$ cat config.mk
export PLATFORM = sky130hd
export DESIGN_NAME = uart_rx_monitor
export DESIGN_NICKNAME = d
export VERILOG_FILES = /design/src/rtl/uart_rx_monitor.sv
export SDC_FILE = /design/constraint.sdc
export NUM_CORES = 1
export LEC_CHECK = 0
export CAP_MARGIN = 15
export CORE_MARGIN = 2
export CORE_UTILIZATION = 45
export DETAILED_ROUTE_END_ITERATION = 6
export PLACE_DENSITY = 0.66
export SLEW_MARGIN = 0
export SYNTH_ARGS = -nofsm -noshare
export SYNTH_HDL_FRONTEND = slang
export SYNTH_SLANG_ARGS = --single-unit
$ cat constraint.sdc
create_clock -name clk -period 3.65 [get_ports clk]
set_input_delay 0.73 -clock clk [delete_from_list [all_inputs] [get_ports clk]]
set_output_delay 0.73 -clock clk [all_outputs]
set_load 0.03 [all_outputs]
$ cat src/rtl/uart_rx_monitor.sv
// uart_rx_monitor: 8N1 UART receiver feeding a small byte FIFO.
// It also reports framing errors, FIFO overflow and the end-of-test character.
// Optional build macro UART_PARITY_EN: when defined, the frame is 8E1 and
// parity_err_o is driven. When it is undefined, parity_err_o is tied low.
module uart_rx_monitor #(
  parameter int          CLKS_PER_BIT = 32,
  parameter int          FIFO_DEPTH   = 8,
  parameter logic [7:0]  EOT_CHAR     = 8'h04
) (
  input  logic       clk,
  input  logic       rst_n,
  input  logic       rx_i,
  input  logic       rx_en_i,
  input  logic       clr_i,
  output logic [7:0] data_o,
  output logic       valid_o,
  input  logic       ready_i,
  output logic       frame_err_o,
  output logic       parity_err_o,
  output logic       overflow_o,
  output logic       eot_o
);

  localparam int AW = $clog2(FIFO_DEPTH);
  localparam int CW = $clog2(CLKS_PER_BIT);
  localparam logic [CW-1:0] FULL_M1 = CW'(CLKS_PER_BIT - 1);
  localparam logic [CW-1:0] HALF_M1 = CW'(CLKS_PER_BIT / 2 - 1);

  typedef enum logic [2:0] {
    S_IDLE,
    S_START,
    S_DATA,
    S_PARITY,
    S_STOP,
    S_BREAK
  } state_t;

  // Synchronizer and edge-detect history. All three flops idle high.
  logic sync1, line, line_q;

  // FSM state
  state_t        state;
  logic [CW-1:0] cnt;
  logic [2:0]    bit_cnt;
  logic [7:0]    shreg;
  logic          push_q;
  logic [7:0]    push_byte;
`ifdef UART_PARITY_EN
  logic          par_bad;
`endif

  // FIFO storage and pointers. The extra MSB on each pointer tells full from empty.
  logic [7:0]  mem [FIFO_DEPTH];
  logic [AW:0] wr_ptr, rd_ptr;
  logic [AW:0] wr_n, rd_n;
  logic [7:0]  head_n;
  logic        full, pop, do_push;

  // Bring the asynchronous line into the clk domain and keep one cycle of history
  always_ff @(posedge clk or negedge rst_n) begin
    if (!rst_n) begin
      sync1  <= 1'b1;
      line   <= 1'b1;
      line_q <= 1'b1;
    end else begin
      sync1  <= rx_i;
      line   <= sync1;
      line_q <= line;
    end
  end

  // Frame FSM. The baud counter restarts on every state entry, so timing tracks the start edge.
  always_ff @(posedge clk or negedge rst_n) begin
    if (!rst_n) begin
      state        <= S_IDLE;
      cnt          <= '0;
      bit_cnt      <= '0;
      shreg        <= '0;
      push_q       <= 1'b0;
      push_byte    <= '0;
      frame_err_o  <= 1'b0;
`ifdef UART_PARITY_EN
      parity_err_o <= 1'b0;
      par_bad      <= 1'b0;
`endif
    end else begin
      push_q       <= 1'b0;
      frame_err_o  <= 1'b0;
`ifdef UART_PARITY_EN
      parity_err_o <= 1'b0;
`endif
      if (!rx_en_i) begin
        state <= S_IDLE;
        cnt   <= '0;
      end else begin
        case (state)
          S_IDLE: begin
            if (line_q && !line) begin
              state   <= S_START;
              cnt     <= '0;
              bit_cnt <= '0;
`ifdef UART_PARITY_EN
              par_bad <= 1'b0;
`endif
            end
          end
          S_START: begin
            if (cnt == HALF_M1) begin
              cnt   <= '0;
              state <= line ? S_IDLE : S_DATA;
            end else begin
              cnt <= cnt + CW'(1);
            end
          end
          S_DATA: begin
            if (cnt == FULL_M1) begin
              cnt     <= '0;
              shreg   <= {line, shreg[7:1]};
              bit_cnt <= bit_cnt + 3'd1;
              if (bit_cnt == 3'd7) begin
`ifdef UART_PARITY_EN
                state <= S_PARITY;
`else
                state <= S_STOP;
`endif
              end
            end else begin
              cnt <= cnt + CW'(1);
            end
          end
`ifdef UART_PARITY_EN
          S_PARITY: begin
            if (cnt == FULL_M1) begin
              cnt   <= '0;
              state <= S_STOP;
              if (line != ^shreg) begin
                parity_err_o <= 1'b1;
                par_bad      <= 1'b1;
              end
            end else begin
              cnt <= cnt + CW'(1);
            end
          end
`endif
          S_STOP: begin
            if (cnt == FULL_M1) begin
              cnt <= '0;
              if (line) begin
                state     <= S_IDLE;
                push_byte <= shreg;
`ifdef UART_PARITY_EN
                push_q    <= !par_bad;
`else
                push_q    <= 1'b1;
`endif
              end else begin
                frame_err_o <= 1'b1;
                state       <= S_BREAK;
              end
            end else begin
              cnt <= cnt + CW'(1);
            end
          end
          S_BREAK: begin
            if (line) begin
              state <= S_IDLE;
            end
          end
          default: state <= S_IDLE;
        endcase
      end
    end
  end

`ifndef UART_PARITY_EN
  assign parity_err_o = 1'b0;
`endif

  assign full    = (wr_ptr[AW] != rd_ptr[AW]) && (wr_ptr[AW-1:0] == rd_ptr[AW-1:0]);
  assign pop     = valid_o && ready_i;
  assign do_push = push_q && (!full || pop);

  // Next pointers and next head byte. A push into an empty slot shows the new byte at once.
  always_comb begin
    rd_n = rd_ptr + (AW+1)'(pop);
    wr_n = wr_ptr + (AW+1)'(do_push);
    if (do_push && (rd_n == wr_ptr)) begin
      head_n = push_byte;
    end else begin
      head_n = mem[rd_n[AW-1:0]];
    end
  end

  // FIFO storage write
  always_ff @(posedge clk) begin
    if (do_push) begin
      mem[wr_ptr[AW-1:0]] <= push_byte;
    end
  end

  // FIFO pointers, registered head and valid, and the sticky flags. Set wins over clear.
  always_ff @(posedge clk or negedge rst_n) begin
    if (!rst_n) begin
      wr_ptr     <= '0;
      rd_ptr     <= '0;
      valid_o    <= 1'b0;
      data_o     <= '0;
      overflow_o <= 1'b0;
      eot_o      <= 1'b0;
    end else begin
      wr_ptr  <= wr_n;
      rd_ptr  <= rd_n;
      valid_o <= (wr_n != rd_n);
      if (wr_n != rd_n) begin
        data_o <= head_n;
      end
      if (push_q && full && !pop) begin
        overflow_o <= 1'b1;
      end else if (clr_i) begin
        overflow_o <= 1'b0;
      end
      if (push_q && (push_byte == EOT_CHAR)) begin
        eot_o <= 1'b1;
      end else if (clr_i) begin
        eot_o <= 1'b0;
      end
    end
  end

endmodule

-- Word level (Yosys, flattened, before mapping)
Memories as Yosys holds them, arrays and structs flattened.
Cells that the tools add are included.
- $add $sub $neg: 4
- $mul: 0
- div/mod/pow operators: 0
- order comparisons: 0
- equality and inequality tests: 21
- shifts and indexed selects: 0
- multiplexer cells: 32
- bitwise logic cells: 0
- reductions and logical operators: 22
- operators with widths (kind ; count):
    3-bit 2-to-1 mux ; 10
    5-bit 2-to-1 mux ; 4
    3-bit != test, second input constant ; 6
    3-bit case mux with 5 select lines ; 1
    5-bit case mux with 3 select lines ; 1
    1-bit 2-to-1 mux ; 13
    3-bit equality test, second input constant ; 3
    4-bit by 1-bit adder with 4-bit output ; 2
    8-bit by 3-bit equality test with 1-bit output, second input constant ; 1
    1-bit logical AND ; 8
    8-bit 2-to-1 mux ; 1
    4-bit AND reduction ; 2
    3-bit case mux with 2 select lines ; 1
    6-bit AND reduction ; 1
    2-bit nonzero test ; 3
    5-bit by 1-bit adder with 5-bit output, second input constant ; 1
    5-bit by 4-bit equality test with 1-bit output, second input constant ; 1
    5-bit equality test, second input constant ; 1
    4-bit equality test ; 1
    2-bit != test, second input constant ; 2
    4-bit by 2-bit != test with 1-bit output, second input constant ; 1
    4-bit != test ; 1
    3-bit by 1-bit adder with 3-bit output, second input constant ; 1
    3-bit by 1-bit equality test with 1-bit output, second input constant ; 1
    10 further kinds ; 12
- bits in registers: 51
- latch bits: 0
- bits in writable memories: 64
- ROM bits: 0
- input port bits: 6
- output and inout bits: 13
- logic and storage cells: 96
- memories: 1
- memories (memory ; words ; width ; rd ports ; clocked after Yosys merged registers in ; wr ports ; line ; RTL):
    mem ; 8 ; 8 ; 1 ; 0 ; 1 ; 53 ; logic [7:0] mem [FIFO_DEPTH];

-- Longest topological paths before layout
- depth after elaboration: 7
- mapped depth: 12
- gate-level depth less buffers: 10

-- Worst setup path after synthesis
Ideal clock, no wire load.
- path kind: input to register
- from: in ready_i
- to: reg data_o[0]
- setup time: 125 ps
- arrival: 3165 ps
- required time: 3525 ps
- path slack: 360 ps
- cell stages on the path: 11
- buffers on the path: 1
- cell sequence: and2_1 -> nand2b_1 -> o21ai_0 -> inv_1 -> ha_1 -> ha_1 -> xor2_1 -> xor2_1 -> or4_1 -> buf_4 -> mux2_4
- cells in the longest elaborated chain, start to end: 5
- elaborated cells between the ends (all ways): 10
- those cells by class: 2 x add/sub; 2 x eq/ne; 1 x mux; 4 x reduce/logical; 1 x memory
- RTL lines (item ; line ; RTL):
    start, declared ; 17 ; input logic ready_i,
    1-bit logical AND ; 180 ; assign pop = valid_o && ready_i;
    1-bit logical OR ; 181 ; assign do_push = push_q && (!full || pop);
    1-bit logical AND ; 181 ;
    4-bit by 1-bit adder with 4-bit output ; 186 ; wr_n = wr_ptr + (AW+1)'(do_push);
    net wr_n[2] ; 55 ; logic [AW:0] wr_n, rd_n;
    4-bit != test ; 214 ; if (wr_n != rd_n) begin
    end signal, assigned ; 215 ; data_o <= head_n;
    end, declared ; 15 ; output logic [7:0] data_o,
The timed path passes the listed nets, and every way through them passes these cells.
A chain may end at the register's enable or synchronous reset.

-- Worst setup path after layout
- from: reg wr_ptr[2]
- to: reg data_o[3]
- cells in the longest elaborated chain, start to end: 7
- elaborated cells between the ends (all ways): 10
- those cells by class: 1 x add/sub; 3 x eq/ne; 1 x mux; 5 x reduce/logical
- RTL lines (item ; line ; RTL):
    start, declared ; 54 ; logic [AW:0] wr_ptr, rd_ptr;
    start signal, assigned ; 211 ; wr_ptr <= wr_n;
    3-bit equality test ; 179 ; assign full = (wr_ptr[AW] != rd_ptr[AW]) && (wr_ptr[AW-1:0] == rd_ptr[AW-1:0]);
    1-bit logical AND ; 179 ;
    1-bit logical NOT ; 181 ;
    1-bit logical OR ; 181 ;
    1-bit logical AND ; 181 ;
    4-bit by 1-bit adder with 4-bit output (*) ; 186 ;
    net wr_n[2] ; 55 ;
    4-bit != test (*) ; 214 ;
Mark *: on every way through the listed nets, which the timed path passes. The rest lies on a longest branch.

==> summary.txt <==
Finish
  – Share of layout cells above drive strength 1: 32.9%
  – Final core occ: 55.1%
  – Total Nets Final: 368
  – Antenna Cells: 0
  – Layout area overhead: 19.2%

Synthesis
  – Ys async rst share: 44.3%
  – Number of synthesized flops with an enable pin: 64
  – Synthesized flop and latch total: 115
  – Synthesized Nets: 326
  – Post-synthesis sequential area ratio: 63.6%
  – Synthesized area per cell: 16.2 um^2
  – Netlist Area Pre-Place: 5040 um^2
  – Post-synth cell types: 50
  – Cells after Synth: 310
  – Top_reg_cell synth: edfxtp_1
  – Yosys warns: 0

STA
  – TNS Setup: 0 ps
  – Slew Limit Fails: 0
  – Setup Skew: 16.3 ps
  – # setup viols final: 0
  – Final worst path period share: 88.7%
  – Min Tclk post-route: 3240 ps
  – Fmax: 309 MHz
  – Final hold violation count: 0
  – Slew headroom: 48.2%
  – Worst-Margin Slew: 777 ps
  – Unrepaired setup endpoints after global routing: false

Floorplanning
  – Die span in y: 110 um
  – Die area: 12,100 um^2
  – Ports: 19
  – Site Rows: 38
  – Die W: 110 um
  – Core area: 10,900 um^2
  – Starting Density: 46.3%

Pwr
  – Combinational cell fraction of total power: 1.9%
  – Leakage: 0.00260 uW
  – Peak supply drop: 0.236 mV
  – Clk network pwr share: 50.6%
  – Sequential share of power: 47.5%
  – Power Dens Cells: 484 nW/um^2
  – Net Sw Frac: 21.4%
  – Sw power: 622 uW
  – Internal power: 2280 uW

Placed design
  – Routability Congestion: 0.835
  – DP HPWL: 6120 um
  – PortBufs: 17

Global route
  – Largest net degree at the start of global routing: 36
  – GRT Total Usage: 17.6%
  – Vias in the first global route: 2,822
  – Grt ovf: 0
  – Global-route wire length before repair: 15,200 um
  – Initial antenna violation count: 0

Clock network
  – Clk Latency, worst-skew pair: 510 ps
  – Post-cts resize count: 0
  – Number of CTS-inserted buffers: 17
  – Root buf cell: clkbuf_8
  – CTS Buffer Depth: 2
  – H-tree Lvls: 4
  – Clock sink total: 115
  – Reg clk slew, reported paths: 60 ps
  – CTS tree: built
  – Hold-fix buffers at CTS: 0
  – # Post-CTS Setup Buffers: 0

Route
  – Vias per inst: 5.38
  – DRC Markers: 0
  – 1st-pass router iterations: 4
  – DR iter-0 viols: 159
  – DR vias: 2,715
  – Drt wl/cell: 18.4 um
  – Antenna-violating nets left: 0
  – Post-Route WL: 9310 um

Worst setup path
  – Nature of the critical path endpoint: flip-flop
  – Worst-path maximum fanout: 11
  – Worst Setup Path Type: flip-flop to flip-flop
  – Worst Path Arrival: 3620 ps
  – Worst Path Required: 4030 ps
  – Critical path startpoint category: flip-flop

Min path
  – Hold Crit Class: input pin to asynchronous set/reset pin

Status
  – Outcome: complete, no violations

Job
  – Max_cap viols: 0
==> worst paths after layout <==
path | cells past startpoint | startpoint | to | slack, ps
min in group clk | 0 | sync1 | line | 360
hold / removal | 1 | rst_n | state[1] | 290
setup reg to reg | 11 | wr_ptr[2] | data_o[3] | 410
setup / recovery | 11 | wr_ptr[2] | data_o[3] | 410
max in group asynchronous | 2 | rst_n | data_o[3] | 2610
hold reg to reg | 0 | sync1 | line | 360
==> cell type report <==
type,count,area (um^2)
fillers,874,4890
well taps,140,175
repair buffers,37,328
clock inverters,15,119
flip-flops and latches,115,3200
inverters,8,30.0
clock buffers,17,414
multi-input cells,173,1730
==> worst max-delay path, stage by stage, from the launching register on <==
cell     delay [ps]
dfrtp_1         570
xnor2_1         170
nand3_1         220
o21ai_0         280
inv_1            70
ha_1            200
ha_1            190
xor2_1          160
xor2_1          160
or4_1           550
buf_4           220
mux2_4          300
==> synth_stat cells, drive strengths merged, types with 2 or more instances <==
cell type / count / share of area (%)
inv: 8 / 0.60
nor2: 10 / 0.75
mux4: 16 / 7.2
nand3: 8 / 0.80
nor3: 8 / 0.89
a21o: 2 / 0.30
nor4: 2 / 0.25
dfrtp: 48 / 24
clkbuf: 6 / 0.45
buf: 8 / 1.2
nor2b: 4 / 0.50
nand2b: 2 / 0.25
edfxtp: 64 / 38
or3: 2 / 0.25
dfstp: 3 / 1.6
xor2: 10 / 1.9
or3b: 3 / 0.52
nand2: 7 / 0.52
mux2: 42 / 10
a22o: 2 / 0.35
o21ai: 9 / 0.89
a21oi: 4 / 0.40
xnor2: 5 / 0.87
ha: 10 / 2.5
nor4b: 3 / 0.52
xor3: 2 / 0.94
nor3b: 4 / 0.60
o211ai: 2 / 0.30
==> placed cells by master, fill, tap and decap left out, drive strengths merged, types with 5 or more instances in the layout <==
master,Yosys,routed
xor2,10,10
nor2,10,10
mux4,16,16
clkinv,0,7
nand2,7,7
ha,10,10
edfxtp,64,64
nand3,8,8
clkinvlp,0,7
clkbuf,6,17
o21ai,9,9
mux2,42,42
nor3,8,8
dfrtp,48,48
buf,8,21
clkdlybuf4s50,0,16
xnor2,5,5
inv,8,8
==> power groups by stage <==
stage / registers, uW / logic, uW / clock network [uW]
2_1_floorplan: 1400 / 37.6 / 0
3_3_place_gp: 1400 / 55.5 / 0
3_5_place_dp: 1400 / 56.3 / 0
4_1_cts: 1380 / 56.6 / 1490
5_1_grt: 1380 / 63.4 / 1560
6_report: 1380 / 55.1 / 1470
==> metrics by stage <==
stage	hold slack, ps	worst slack [ps]	cell area [um^2]	total power [uW]	instances
floorplan	345	360	5040	1440	310
global placement	346	46.6	5470	1460	473
detailed placement	348	15.4	5470	1460	473
CTS	321	426	6000	2930	505
global route	358	246	6000	3010	505
finish	292	414	6000	2900	505
==> sequential cells by signal, summed over array words and instances, names as in the netlist <==
name / count
rd_ptr: 4
mem: 64
push_q: 1
shreg: 8
data_o: 8
frame_err_o: 1
valid_o: 1
push_byte: 8
overflow_o: 1
cnt: 5
state: 3
eot_o: 1
bit_cnt: 3
wr_ptr: 4
line_q: 1
line: 1
sync1: 1
==> logic make-up (layout without fill, tap and decap cells) <==
logic type,after synthesis,in the layout,share of synthesized area [%]
multiplexers,58,58,17.1
AND/OR/NAND/NOR,58,58,6.53
buffers and inverters,22,77,2.26
adder cells (fa/ha/maj),10,10,2.48
other,1,1,0.0745
AO/OA/AOI/OAI,29,29,4.22
flip-flops,115,115,63.6
XOR/XNOR,17,17,3.70
==> per-layer routing <==
metal	part of all wire [%]	global-route usage, %	vias up
met5	0	0	-
met3	3.1	5.33	9
met2	50	28.0	44
met4	1.1	5.97	0
met1	46	23.1	1393
li1	-	-	1269
No activity file was read; power rests on OpenSTA's default activity.
